===== src/rtl/per2axi_req_channel_buf.sv =====
`default_nettype none
// ============================================================================
// Module   : per2axi_req_channel_buf
// Purpose  : Buffered request channel of the peripheral-to-AXI bridge.
//            Peripheral requests are queued in a DEPTH-entry FIFO and then
//            issued as single-beat AXI4 AR or AW+W transactions. AW and W
//            handshake independently. Write data is steered onto the 32-bit
//            lane selected by the address. In-flight transactions are capped
//            per direction. The response channel is told about every issued
//            read and write.
// Ports    : clk_i / rst_ni          clock, synchronous active-low reset
//            per_slave_*             peripheral request in, grant out
//            axi_axuser_i            per-core AXI user values, packed by core
//            axi_master_aw/ar/w_*    AXI write address, read address and
//                                    write data channels
//            rd_done_i / wr_done_i   a read / write response was retired
//            trans_*_o, wr_issued_o  issued read info, write-issued pulse
// Revision : 1.0 - initial release
// ============================================================================
module per2axi_req_channel_buf #(
  parameter int NB_CORES       = 4,
  parameter int PER_ADDR_WIDTH = 32,
  parameter int PER_ID_WIDTH   = 5,
  parameter int AXI_ADDR_WIDTH = 32,
  parameter int AXI_DATA_WIDTH = 64,
  parameter int AXI_USER_WIDTH = 6,
  parameter int AXI_ID_WIDTH   = 3,
  parameter int DEPTH          = 2,
  parameter int MAX_OUTST      = 4,
  parameter int AXI_STRB_WIDTH = AXI_DATA_WIDTH/8
) (
  input  logic                               clk_i,
  input  logic                               rst_ni,
  input  logic                               per_slave_req_i,
  input  logic [PER_ADDR_WIDTH-1:0]          per_slave_add_i,
  input  logic                               per_slave_we_i,
  input  logic [5:0]                         per_slave_atop_i,
  input  logic [31:0]                        per_slave_wdata_i,
  input  logic [3:0]                         per_slave_be_i,
  input  logic [PER_ID_WIDTH-1:0]            per_slave_id_i,
  output logic                               per_slave_gnt_o,
  input  logic [NB_CORES*AXI_USER_WIDTH-1:0] axi_axuser_i,
  output logic                               axi_master_aw_valid_o,
  output logic [AXI_ADDR_WIDTH-1:0]          axi_master_aw_addr_o,
  output logic [2:0]                         axi_master_aw_size_o,
  output logic [1:0]                         axi_master_aw_burst_o,
  output logic                               axi_master_aw_lock_o,
  output logic [AXI_ID_WIDTH-1:0]            axi_master_aw_id_o,
  output logic [AXI_USER_WIDTH-1:0]          axi_master_aw_user_o,
  output logic [5:0]                         axi_master_aw_atop_o,
  input  logic                               axi_master_aw_ready_i,
  output logic                               axi_master_ar_valid_o,
  output logic [AXI_ADDR_WIDTH-1:0]          axi_master_ar_addr_o,
  output logic [2:0]                         axi_master_ar_size_o,
  output logic [1:0]                         axi_master_ar_burst_o,
  output logic                               axi_master_ar_lock_o,
  output logic [AXI_ID_WIDTH-1:0]            axi_master_ar_id_o,
  output logic [AXI_USER_WIDTH-1:0]          axi_master_ar_user_o,
  input  logic                               axi_master_ar_ready_i,
  output logic                               axi_master_w_valid_o,
  output logic [AXI_DATA_WIDTH-1:0]          axi_master_w_data_o,
  output logic [AXI_STRB_WIDTH-1:0]          axi_master_w_strb_o,
  output logic                               axi_master_w_last_o,
  input  logic                               axi_master_w_ready_i,
  input  logic                               rd_done_i,
  input  logic                               wr_done_i,
  output logic                               trans_req_o,
  output logic [AXI_ID_WIDTH-1:0]            trans_id_o,
  output logic [AXI_ADDR_WIDTH-1:0]          trans_add_o,
  output logic                               wr_issued_o
);

  // Cluster-wide atomic opcode encoding for load-reserved / store-conditional
  localparam logic [5:0] AMO_LR = 6'b100010;
  localparam logic [5:0] AMO_SC = 6'b100011;

  localparam int PTR_W  = (DEPTH > 1) ? $clog2(DEPTH) : 1;
  localparam int FILL_W = $clog2(DEPTH + 1);
  localparam int CNT_W  = $clog2(MAX_OUTST + 1);
  localparam int NLANES = AXI_DATA_WIDTH / 32;
  localparam int LANE_W = (NLANES > 1) ? $clog2(NLANES) : 1;

  // FIFO storage (payload needs no reset; outputs are gated by valid)
  logic [PER_ADDR_WIDTH-1:0] addr_q  [DEPTH];
  logic                      we_q    [DEPTH];
  logic [5:0]                atop_q  [DEPTH];
  logic [31:0]               wdata_q [DEPTH];
  logic [3:0]                be_q    [DEPTH];
  logic [AXI_ID_WIDTH-1:0]   id_q    [DEPTH];
  logic [2:0]                size_q  [DEPTH];

  logic [PTR_W-1:0]  wr_ptr_q, wr_ptr_d, rd_ptr_q, rd_ptr_d;
  logic [FILL_W-1:0] fill_q, fill_d;
  logic              aw_sent_q, aw_sent_d, w_sent_q, w_sent_d;
  logic [CNT_W-1:0]  rd_cnt_q, rd_cnt_d, wr_cnt_q, wr_cnt_d;

  logic                      full, head_valid, head_rd, head_wr;
  logic                      push, pop, wr_pop;
  logic                      ar_valid, aw_valid, w_valid;
  logic                      ar_hs, aw_hs, w_hs, rd_dec, wr_dec;
  logic                      rd_room, wr_room;
  logic [AXI_ID_WIDTH-1:0]   in_id_bin;
  logic [2:0]                in_size;
  logic [PER_ADDR_WIDTH-1:0] h_addr;
  logic                      h_we;
  logic [5:0]                h_atop;
  logic [31:0]               h_wdata;
  logic [3:0]                h_be;
  logic [AXI_ID_WIDTH-1:0]   h_id;
  logic [2:0]                h_size;
  logic [AXI_USER_WIDTH-1:0] h_user;
  logic [LANE_W-1:0]         h_lane;
  logic [AXI_DATA_WIDTH-1:0] h_wdata_lane;
  logic [AXI_STRB_WIDTH-1:0] h_strb_lane;

  // ---------------------------------------------------------------- request
  // Highest set bit wins so that a malformed multi-hot ID is still decoded
  always_comb begin
    in_id_bin = '0;
    for (int i = 0; i < PER_ID_WIDTH; i++) begin
      if (per_slave_id_i[i]) in_id_bin = AXI_ID_WIDTH'(i);
    end
  end

  always_comb begin
    case (per_slave_be_i)
      4'b0001, 4'b0010, 4'b0100, 4'b1000: in_size = 3'd0;
      4'b0011, 4'b0110, 4'b1100:          in_size = 3'd1;
      default:                            in_size = 3'd2;
    endcase
  end

  assign full            = (fill_q == FILL_W'(DEPTH));
  assign head_valid      = (fill_q != '0);
  assign per_slave_gnt_o = ~full;
  assign push            = per_slave_req_i & ~full;

  always_ff @(posedge clk_i) begin
    if (push) begin
      addr_q[wr_ptr_q]  <= per_slave_add_i;
      we_q[wr_ptr_q]    <= per_slave_we_i;
      atop_q[wr_ptr_q]  <= per_slave_atop_i;
      wdata_q[wr_ptr_q] <= per_slave_wdata_i;
      be_q[wr_ptr_q]    <= per_slave_be_i;
      id_q[wr_ptr_q]    <= in_id_bin;
      size_q[wr_ptr_q]  <= in_size;
    end
  end

  // ------------------------------------------------------------------- head
  assign h_addr  = addr_q[rd_ptr_q];
  assign h_we    = we_q[rd_ptr_q];
  assign h_atop  = atop_q[rd_ptr_q];
  assign h_wdata = wdata_q[rd_ptr_q];
  assign h_be    = be_q[rd_ptr_q];
  assign h_id    = id_q[rd_ptr_q];
  assign h_size  = size_q[rd_ptr_q];

  always_comb begin
    h_user = '0;
    for (int c = 0; c < NB_CORES; c++) begin
      if (int'(h_id) == c) h_user = axi_axuser_i[c*AXI_USER_WIDTH +: AXI_USER_WIDTH];
    end
  end

  // Address bits above the 32-bit word select the lane of a wide data bus
  if (NLANES > 1) begin : g_lane_sel
    assign h_lane = h_addr[LANE_W+1:2];
  end else begin : g_lane_single
    assign h_lane = '0;
  end

  assign h_wdata_lane = AXI_DATA_WIDTH'(h_wdata) << {h_lane, 5'b0};
  assign h_strb_lane  = AXI_STRB_WIDTH'(h_be) << {h_lane, 2'b0};

  // --------------------------------------------------------------- channels
  // Counters only grow through this channel's own handshakes, so a valid
  // raised under the limit cannot be withdrawn before its handshake.
  assign rd_room  = (rd_cnt_q < CNT_W'(MAX_OUTST));
  assign wr_room  = (wr_cnt_q < CNT_W'(MAX_OUTST));
  assign head_rd  = head_valid & h_we;
  assign head_wr  = head_valid & ~h_we;
  assign ar_valid = head_rd & rd_room;
  assign aw_valid = head_wr & ~aw_sent_q & wr_room;
  assign w_valid  = head_wr & ~w_sent_q & wr_room;
  assign ar_hs    = ar_valid & axi_master_ar_ready_i;
  assign aw_hs    = aw_valid & axi_master_aw_ready_i;
  assign w_hs     = w_valid & axi_master_w_ready_i;
  assign wr_pop   = head_wr & (aw_sent_q | aw_hs) & (w_sent_q | w_hs);
  assign pop      = ar_hs | wr_pop;

  assign axi_master_ar_valid_o = ar_valid;
  assign axi_master_ar_addr_o  = ar_valid ? AXI_ADDR_WIDTH'(h_addr) : '0;
  assign axi_master_ar_size_o  = ar_valid ? h_size : 3'd0;
  assign axi_master_ar_burst_o = 2'b00;
  assign axi_master_ar_lock_o  = ar_valid & (h_atop == AMO_LR);
  assign axi_master_ar_id_o    = ar_valid ? h_id : '0;
  assign axi_master_ar_user_o  = ar_valid ? h_user : '0;

  assign axi_master_aw_valid_o = aw_valid;
  assign axi_master_aw_addr_o  = aw_valid ? AXI_ADDR_WIDTH'(h_addr) : '0;
  assign axi_master_aw_size_o  = aw_valid ? h_size : 3'd0;
  assign axi_master_aw_burst_o = 2'b00;
  assign axi_master_aw_lock_o  = aw_valid & (h_atop == AMO_SC);
  assign axi_master_aw_id_o    = aw_valid ? h_id : '0;
  assign axi_master_aw_user_o  = aw_valid ? h_user : '0;
  assign axi_master_aw_atop_o  = (aw_valid && h_atop != AMO_SC) ? h_atop : 6'd0;

  assign axi_master_w_valid_o  = w_valid;
  assign axi_master_w_data_o   = w_valid ? h_wdata_lane : '0;
  assign axi_master_w_strb_o   = w_valid ? h_strb_lane : '0;
  assign axi_master_w_last_o   = 1'b1;

  assign trans_req_o = ar_hs;
  assign trans_id_o  = ar_hs ? h_id : '0;
  assign trans_add_o = ar_hs ? AXI_ADDR_WIDTH'(h_addr) : '0;
  assign wr_issued_o = wr_pop;

  // ------------------------------------------------------------- next state
  assign rd_dec = rd_done_i & (rd_cnt_q != '0);
  assign wr_dec = wr_done_i & (wr_cnt_q != '0);

  always_comb begin
    wr_ptr_d = wr_ptr_q;
    rd_ptr_d = rd_ptr_q;
    fill_d   = fill_q;
    rd_cnt_d = rd_cnt_q;
    wr_cnt_d = wr_cnt_q;
    if (push) wr_ptr_d = (wr_ptr_q == PTR_W'(DEPTH - 1)) ? '0 : wr_ptr_q + 1'b1;
    if (pop)  rd_ptr_d = (rd_ptr_q == PTR_W'(DEPTH - 1)) ? '0 : rd_ptr_q + 1'b1;
    case ({push, pop})
      2'b10:   fill_d = fill_q + 1'b1;
      2'b01:   fill_d = fill_q - 1'b1;
      default: fill_d = fill_q;
    endcase
    case ({ar_hs, rd_dec})
      2'b10:   rd_cnt_d = rd_cnt_q + 1'b1;
      2'b01:   rd_cnt_d = rd_cnt_q - 1'b1;
      default: rd_cnt_d = rd_cnt_q;
    endcase
    case ({wr_pop, wr_dec})
      2'b10:   wr_cnt_d = wr_cnt_q + 1'b1;
      2'b01:   wr_cnt_d = wr_cnt_q - 1'b1;
      default: wr_cnt_d = wr_cnt_q;
    endcase
    // Sent flags remember a finished half of a write until the other half
    aw_sent_d = wr_pop ? 1'b0 : (aw_sent_q | aw_hs);
    w_sent_d  = wr_pop ? 1'b0 : (w_sent_q | w_hs);
  end

  always_ff @(posedge clk_i) begin
    if (!rst_ni) begin
      wr_ptr_q  <= '0;
      rd_ptr_q  <= '0;
      fill_q    <= '0;
      aw_sent_q <= 1'b0;
      w_sent_q  <= 1'b0;
      rd_cnt_q  <= '0;
      wr_cnt_q  <= '0;
    end else begin
      wr_ptr_q  <= wr_ptr_d;
      rd_ptr_q  <= rd_ptr_d;
      fill_q    <= fill_d;
      aw_sent_q <= aw_sent_d;
      w_sent_q  <= w_sent_d;
      rd_cnt_q  <= rd_cnt_d;
      wr_cnt_q  <= wr_cnt_d;
    end
  end

endmodule
`default_nettype wire


===== config.mk =====
export PLATFORM = sky130hd
export DESIGN_NAME = per2axi_req_channel_buf
export DESIGN_NICKNAME = d
export VERILOG_FILES = /design/src/rtl/per2axi_req_channel_buf.sv
export SDC_FILE = /design/constraint.sdc
export NUM_CORES = 1
export LEC_CHECK = 0
export CAP_MARGIN = 15
export CORE_MARGIN = 3
export CORE_UTILIZATION = 40
export DETAILED_ROUTE_END_ITERATION = 8
export PLACE_DENSITY = 0.84
export SYNTH_ARGS = -nofsm -noshare
export SYNTH_HDL_FRONTEND = slang
export SYNTH_SLANG_ARGS = --single-unit

===== constraint.sdc =====
create_clock -name clk_i -period 4.8 [get_ports clk_i]
set_input_delay 0.72 -clock clk_i [delete_from_list [all_inputs] [get_ports clk_i]]
set_output_delay 0.72 -clock clk_i [all_outputs]
set_load 0.005 [all_outputs]

## Yosys cells after proc, flatten, opt, wreduce, memory -nomap -nowiden

Memory sizes are Yosys's and may differ from the RTL's. A register that Yosys moved wholly into a read port is not among the register bits.
Cells that the tools add are included.

- Bits in registers: 12
- Bits in writable memories: 160
- Input port bits: 112
- Output and inout bits: 214
- Word-level logic and storage cells: 125
- Memories kept: 7

- $add $sub $neg: 8
- $lt $le $gt $ge: 2
- Eq/ne operators: 20
- Shift-type cells: 2
- Mux-type cells: 43
- Bitwise operators: 25
- Reductions and logical operators: 11

Memories:

| name | depth | width | rd ports | clocked after memory_dff | write ports | RTL line | source |
|---|---|---|---|---|---|---|---|
| addr_q | 2 | 32 | 1 | 1 | 1 | 84 | `logic [PER_ADDR_WIDTH-1:0] addr_q [DEPTH];` |
| wdata_q | 2 | 32 | 1 | 1 | 1 | 87 | `logic [31:0] wdata_q [DEPTH];` |
| atop_q | 2 | 6 | 1 | 1 | 1 | 86 | `logic [5:0] atop_q [DEPTH];` |
| be_q | 2 | 4 | 1 | 1 | 1 | 88 | `logic [3:0] be_q [DEPTH];` |
| id_q | 2 | 3 | 1 | 1 | 1 | 89 | `logic [AXI_ID_WIDTH-1:0] id_q [DEPTH];` |
| size_q | 2 | 2 | 1 | 1 | 1 | 90 | `logic [2:0] size_q [DEPTH];` |
| +1 memories | n/a | n/a | n/a | n/a | n/a | n/a |  |

Operator list:

| operator | number |
|---|---|
| 32-bit 2-to-1 mux | 3 |
| 64-bit 2-to-1 mux | 1 |
| 32-bit by 6-bit << shifter with 64-bit output | 1 |
| 6-bit 2-to-1 mux | 7 |
| 1-bit 2-to-1 mux | 19 |
| 3-bit 2-to-1 mux | 6 |
| 1-bit bitwise AND | 17 |
| 6-bit == test (second input constant) | 2 |
| 3-bit one-hot mux with 2 select lines | 2 |
| 2-bit == test (second input constant) | 4 |
| 4-bit by 2-bit == test with 1-bit output (second input constant) | 2 |
| 4-bit by 3-bit == test with 1-bit output (second input constant) | 2 |
| 4-bit == test (second input constant) | 2 |
| 8-bit 2-to-1 mux | 1 |
| 2-bit one-hot mux with 2 select lines | 2 |
| 2-bit nonzero test | 4 |
| 4-bit by 3-bit << shifter with 8-bit output | 1 |
| 3-bit by 1-bit adder with 3-bit output (second input constant) | 2 |
| 2-bit by 1-bit == test with 1-bit output (second input constant) | 3 |
| 3-bit == test (second input constant) | 2 |
| 3-bit < comparator (second input constant) | 2 |
| 6-bit != test (second input constant) | 1 |
| 3-bit nonzero test | 2 |
| 3-bit by 1-bit subtractor with 3-bit output (second input constant) | 2 |
| 13 further kinds | 21 |

## Longest topological paths before layout

Gate-level depths: netlist of run 1.

- Depth in word-level cells: 11
- Depth in mapped cells: 12
- Gate-level depth less buffers: 11

## Worst setup path before layout of run 1

OpenSTA, ideal clock, no wires.

- Kind: input port to flip-flop
- Start point: in per_slave_req_i
- End point: mem addr_q[0][0] (enable)
- Setup time: 0.519 ns
- Arrival: 4.151 ns
- Required time: 4.281 ns
- Path slack: 0.130 ns
- Stages: 2
- Buffers on the path: 0
- Cell sequence: nand2_1 -> nor2_1

- Word-level cells in the longest chain between the ends: 3

RTL lines:

| what | RTL line | source |
|---|---|---|
| start, declared | 34 | `input logic per_slave_req_i,` |
| 1-bit bitwise AND | 136 | `assign push = per_slave_req_i & ~full;` |
| 1-bit 2-to-1 mux | 139 | `if (push) begin` |
| 1-bit 2-to-1 mux (implied by the code) | 140 | `addr_q[wr_ptr_q] <= per_slave_add_i;` |
| end, declared | 84 |  |

No other way between the ends.

==> results.ini, run 1 <==
[status]
outcome = completed

[critical_path]
worstSetupPathType = reg2out
start_kind = flip-flop
crit_required_ps = 4080
max_stage_delay_ps = 550
end_kind = primary output
worstPathMaxFanout = 42
slowest_stage = nand2b_2
cp.arrival_ps = 3280
critical_path.cell_chain = mux2_4 -> nor3_2 -> nand2b_2 -> inv_1 -> nand2_1 -> nor2b_1 -> clkdlybuf4s50_1

[logic_synthesis]
synth_cell_types = 41
synth-compound-area-share = 0.01846
synth_top_cell_by_area = edfxtp_1
synth_mux_area_frac = 0.1248
synth.area.top_cells = edfxtp_1 59%, mux2i_1 12%, nor2_1 5.7%
synthAdderAreaFrac = 0.009538
yosysSeqAreaShare = 0.6228
syn_inst = 616
avgSynthCellArea_um2 = 13.20
synth_top_family_by_area = simple AND/OR/NAND/NOR gates
ys_warn_count = 0
synthXorXnorAreaFrac = 0.008615
ys_ff_latch = 173
synth.top_cell.area_share = 0.5908
synthSimpleGateAreaFrac = 0.1749
syn-cell-area_um2 = 8133

[sta]
slew_viol_final = 0
rsz0062_at_grt = no
setup_tns_ps = 0
min_period_over_period = 0.8332
worst_slew_pin_slew_ps = 1009
period_needed_ps = 3999
setup_viol = 0
hold_viol_final = 0
slew_headroom = 0.3276
timing.fmax_ghz = 0.2501
skew_ps = 13.11

[clocking]
clock_latency_ps = 420
clockBufferDepth = 2
cts_max_level = 4
cts_root_buf = clkbuf_16
cts.clk_slew.worst_paths_ps = 70
post_cts_resized = 0
cts_tree = done
clock_sinks = 173
postCtsHoldBufs = 0
numCtsBuffers = 17
post_cts_buffers = 0

[cells_and_area]
antennaDiodeCount = 0
nets = 1031
drive_gt1_frac = 0.09061
layout.cells.non_filler = 1192
fin_util = 0.6144
area_growth_pct = 48.95
final_area_um2 = 12110

[placement]
place_inst = 1159
dp_hpwl_mm = 15.40
port_buffers = 317
gp_congestion = 0.7573
dpl_cell_area_um2 = 11480

[pwr]
power.total_mw = 5.956
p_leak_nw = 3.991
ir_drop_mv = 0.2433
p_per_area_nw_per_um2 = 491.7

[routing]
vias_per_cell = 4.985
detail-route-antenna-nets = 0
first_pass_iters = 4
wire_per_inst_um = 17.98
wl_mm = 21.43
drt-initial-drc-count = 224
vias = 5942
post-route-drc-count = 0

[die]
die_width_um = 148.6
core_area_um2 = 19720
dieArea_um2 = 22080
initial_utilization = 0.4125
pin_count = 326
rows = 51
fp.dieH_um = 148.6

[min_path]
hp-class = reg2reg

[grt]
grt_use_total = 0.1900
first_global_vias = 5936
grt_pass1_wl_mm = 32.57
grt_start_max_net_pins = 77
antenna_found_initial = 0
gr-total-overflow = 0

[job]
drv_cap = 0

[final cells by class]
type	count	area (um^2)
fill	1495	7604
sequential	173	5072
timing repair buffer	325	3249
multi-input combinational	384	2790
clock buffer	17	425.4
tap	265	331.6
clock inverter	15	196.4
inverter	13	48.80
[final timing paths]
check,start,slack (ps),endpoint,depth (start not counted)
min,rd_ptr_q$_SDFFE_PN0P_,470,flip-flop,2
max reg2reg,w_sent_q$_SDFF_PP0_,1890,wr_cnt_q[2]$_SDFFE_PN0P_,9
max,flip-flop,800,axi_master_aw_user_o[1],7
min reg2reg,rd_ptr_q$_SDFFE_PN0P_,470,flip-flop,2
[flip-flops by register name, indices dropped and copies added, names as in the netlist, 2 cells and up, named ones only]
signal and cells:
rd_cnt_q 3, wdata_q 64, addr_q 64, we_q 2, id_q 6, atop_q 12, be_q 8, fill_q 2
size_q 4, wr_cnt_q 3
[cells in the mapped netlist]
library cell / count
clkbuf_1: 21
nor3_1: 2
nor4_1: 8
inv_1: 12
and3_1: 9
xor2_1: 3
a21boi_0: 3
and2_1: 7
mux2i_1: 96
nand2_1: 11
mux2i_2: 2
xnor2_1: 5
o31a_1: 2
buf_1: 3
mux2_4: 1
nor3b_2: 1
inv_2: 1
nor3b_1: 35
a2111oi_4: 1
nor2_1: 124
a21oi_1: 5
nand2b_1: 4
or3_1: 4
dfxtp_1: 13
buf_4: 8
o32ai_1: 1
nor4bb_1: 2
nor3_2: 1
nor4_2: 29
buf_6: 5
nor2b_1: 6
edfxtp_1: 160
conb_1: 2
o22ai_1: 1
buf_2: 13
o21ai_0: 7
fa_1: 2
mux2_2: 1
a22oi_1: 1
ha_1: 3
clkbuf_2: 1
[per-stage QoR]
step,worst slack [ps],hold slack [ps]
2_1_floorplan,130.0,455.5
3_3_place_gp,1331,447.4
3_5_place_dp,1250,464.1
4_1_cts,785.8,474.7
5_1_grt,588.9,518.6
6_report,800.8,471.4
[layer usage]
metal | track usage | vias to the layer above | routed length, um
met1 | 0.2419 | 2824 | 8993
met4 | 0.05635 | 0 | 359
li1 | - | 2833 | -
met2 | 0.3198 | 262 | 10540
met3 | 0.05058 | 23 | 1538
met5 | 0 | - | 0
[report_power, final]
group	leakage [nW]	switching, mW	total [mW]	internal, mW
logic	2.09	1.25	2.48	1.23
registers	1.61	0.132	2.07	1.94
clock network	0.299	0.645	1.40	0.755
[cell usage in the layout, fill, tap and decap left out, types with 4 or more instances in the layout]
| master | netlist | routed |
|---|---|---|
| clkbuf_16 | 0 | 17 |
| nor2_1 | 124 | 123 |
| inv_1 | 12 | 12 |
| nor3b_1 | 35 | 35 |
| clkdlybuf4s50_1 | 0 | 317 |
| and3_1 | 9 | 8 |
| edfxtp_1 | 160 | 160 |
| a21oi_1 | 5 | 5 |
| dfxtp_1 | 13 | 11 |
| conb_1 | 2 | 7 |
| o21ai_0 | 7 | 7 |
| buf_4 | 8 | 6 |
| nor4_1 | 8 | 8 |
| nor4_2 | 29 | 29 |
| nor2b_1 | 6 | 6 |
| nand2_1 | 11 | 11 |
| inv_6 | 0 | 4 |
| xnor2_1 | 5 | 5 |
| and2_1 | 7 | 7 |
| mux2i_1 | 96 | 95 |
| clkinv_8 | 0 | 5 |
[worst max-delay path, delay by kind of cell (launching register included)]
kind | cells | cell delay [ps]
simple gates | 4 | 1180
buf+inv | 2 | 890
flops | 1 | 410
mux | 1 | 350
[cells by family after synthesis]
group / count (synthesis)
mux: 100
fa+ha+maj: 5
xor+xnor: 8
compound gates: 21
simple gates: 243
buf+inv: 64
other cells: 2
flops: 173
(Power assumes the default switching activity.)
==> inputs of run 2 (changes only) <==
==> constraint.sdc (replaced) <==
create_clock -name clk_i -period 3.6 [get_ports clk_i]
set_input_delay 0.54 -clock clk_i [delete_from_list [all_inputs] [get_ports clk_i]]
set_output_delay 0.54 -clock clk_i [all_outputs]
set_load 0.005 [all_outputs]
==> run 2 against run 1 <==
  * Routed wire length increased by 1.3%
  * Total power increased by 32%
  * Combinational power increased by 37%
  * Die area unchanged
  * Largest power group unchanged
  * Cell count increased by 0.59%
  * Clock-buffer cell count unchanged
  * Setup slack got worse by 580 ps
  * Final area increased by 0.17%
  * Non-clock buffer count increased by 7
==> results.ini, run 2 (same netlist as run 1, synthesis figures left out) <==
[critical_path]
r2r_start = fill_q[1]$_SDFFE_PN0P_
max_stage_delay_ps = 550  ; about the same
end_kind = primary output
slowest_stage = clkdlybuf4s50_1
crit_top_cell = buf_4
reg2regPathDepth = 12  ; +3
critical_path.cell_chain = buf_4 -> mux2i_4 -> and2_1 -> buf_4 -> nor3b_1 -> clkdlybuf4s50_1
crit_required_ps = 3060  ; -1020 ps
cp.arrival_ps = 2840  ; -440 ps
worstSetupEndpoint = axi_master_w_data_o[29]
worstPathMaxFanout = 36  ; -14%
rr_endpoint = rd_cnt_q[2]$_SDFFE_PN0P_
r2r_setup_slack_ps = 830  ; -1060 ps
start_kind = flip-flop
worstSetupPathType = reg2out

[clocking]
numCtsBuffers = 17  ; unchanged
post_cts_resized = 0  ; unchanged
cts_tree = done
clock_sinks = 173  ; unchanged
clock_latency_ps = 420  ; about the same
clockBufferDepth = 2  ; unchanged
postCtsHoldBufs = 0  ; unchanged
cts_max_level = 4  ; unchanged
cts.clk_slew.worst_paths_ps = 70  ; about the same
post_cts_buffers = 0  ; unchanged
cts_root_buf = clkbuf_16

[min_path]
hp-class = reg2reg
hold_depth = 2  ; unchanged

[sta]
worst_slew_pin_slew_ps = 807.4  ; -201.1 ps
slew_headroom = 0.4511  ; +0.1234
hold_viol_final = 0  ; unchanged
min_period_over_period = 0.9400
skew_ps = 11.02  ; -2.091 ps
slew_viol_final = 0  ; unchanged
period_needed_ps = 3384
rsz0062_at_grt = no
timing.fmax_ghz = 0.2955
setup_ws_ps = 216.0  ; -584.9 ps
setup_viol = 0  ; unchanged
setup_tns_ps = 0  ; unchanged

[routing]
detail-route-antenna-nets = 0  ; unchanged
first_pass_iters = 4  ; unchanged
post-route-drc-count = 0  ; unchanged
wl_mm = 21.71  ; +1.3%
vias = 6000  ; +0.98%
wire_per_inst_um = 18.11  ; +0.72%
drt-initial-drc-count = 230  ; +2.7%
vias_per_cell = 5.004  ; +0.39%

[placement]
port_buffers = 317  ; unchanged
dp_hpwl_mm = 15.82  ; +2.7%
preCtsSetupSlack_ps = 622.7  ; -627.5 ps
gp_congestion = 0.7472  ; -1.3%

[die]
pin_count = 326  ; unchanged
core_area_um2 = 19720  ; unchanged
dieArea_um2 = 22080  ; unchanged
initial_utilization = 0.4125  ; unchanged
rows = 51  ; unchanged
die_width_um = 148.6  ; unchanged
fp.dieH_um = 148.6  ; unchanged

[pwr]
pwr-share-comb = 0.432  ; +0.015
p_sw_frac = 0.3420  ; +0.0008239
p_int_mw = 5.183  ; +32%
p_clk_frac = 0.221  ; -0.014
p_leak_nw = 4.009  ; +0.45%
p_per_area_nw_per_um2 = 649.1  ; +32%
ir_drop_mv = 0.3709  ; +52%
power.share.sequential = 0.347  ; about the same
p_sw_mw = 2.694  ; +33%

[cells_and_area]
nets = 1038  ; +0.68%
layout_commonest_cell = clkdlybuf4s50_1
area_growth_pct = 49.20
layout_common_cells = 317 x clkdlybuf4s50_1, 160 x edfxtp_1, 123 x nor2_1, 95 x mux2i_1, 35 x nor3b_1
drive_gt1_frac = 0.09636  ; +0.005745
antennaDiodeCount = 0  ; unchanged
top_regs = addr_q: 64 flops, wdata_q: 64 flops, atop_q: 12 flops

[status]
outcome = completed

[grt]
antenna_found_initial = 0  ; unchanged
gr-total-overflow = 0  ; unchanged
first_global_vias = 6038  ; +1.7%
grt_use_total = 0.1949  ; +0.004910
grt_pass1_wl_mm = 33.15  ; +1.8%
grt_start_max_net_pins = 81  ; +5.2%

[job]
drv_cap = 0  ; unchanged

[run 2: area by class of cell]
class	instances	area, um^2
flip-flops and latches	173	5072
well taps	265	331.6
clock inverters	15	142.6
inverters	13	48.80
fillers	1532	7584
repair buffers	332	3323
multi-input cells	384	2790
clock buffers	17	425.4
[run 2: worst max-delay path: cells and delay by family, from the launching register on]
kind                   cells  cell delay (ps)
buffers and inverters      3             1300
flip-flops                 1              390
multiplexers               1              310
AND/OR/NAND/NOR            2              400
[run 2: through the flow]
step	instances	total power [mW]	util	instance area (um^2)	hold slack, ps
6_report	1199	7.877	0.6154	12130	486.5
5_1_grt	1199	8.332	0.6154	12130	521.3
4_1_cts	1199	7.954	0.6154	12130	491.3
3_5_place_dp	1167	6.194	0.5866	11570	481.8
3_3_place_gp	1167	6.127	0.5866	11570	454.1
2_1_floorplan	621	4.550	-	8154	455.5
[run 2: routing by layer]
| layer | wire (um) | vias to the layer above | track usage |
|---|---|---|---|
| li1 | - | 2846 | - |
| met5 | 0 | - | 0 |
| met1 | 8631 | 2865 | 0.2414 |
| met4 | 387 | 0 | 0.05958 |
| met3 | 1817 | 23 | 0.05637 |
| met2 | 10880 | 266 | 0.3314 |
[run 2: worst min-delay path by stage]
stage               slack (ps)             startpoint        end
floorplan                  460  rd_ptr_q$_SDFFE_PN0P_  flip-flop
global placement           450  rd_ptr_q$_SDFFE_PN0P_  flip-flop
detailed placement         480  rd_ptr_q$_SDFFE_PN0P_  flip-flop
CTS                        490  rd_ptr_q$_SDFFE_PN0P_  flip-flop
global route               520  rd_ptr_q$_SDFFE_PN0P_  flip-flop
finish                     490  rd_ptr_q$_SDFFE_PN0P_  flip-flop
[run 2: power groups by stage]
stage,combinational [mW],clock (mW),sequential (mW)
after floorplan,1.83,0,2.72
after detailed placement,3.41,0,2.78
after global placement,3.37,0,2.76
final,3.40,1.74,2.74
after global routing,3.69,1.87,2.77
after CTS,3.43,1.78,2.74
==> inputs of run 3 (changes only) <==
--- a/config.mk
+++ b/config.mk
@@ -8,6 +8,7 @@
 export CAP_MARGIN = 15
 export CORE_MARGIN = 3
 export CORE_UTILIZATION = 40
+export CTS_CLUSTER_SIZE = 10
 export DETAILED_ROUTE_END_ITERATION = 8
 export PLACE_DENSITY = 0.84
 export SYNTH_ARGS = -nofsm -noshare
==> results of run 3 <==
No change in the layout: final DEF, timing and power equal those of run 2.
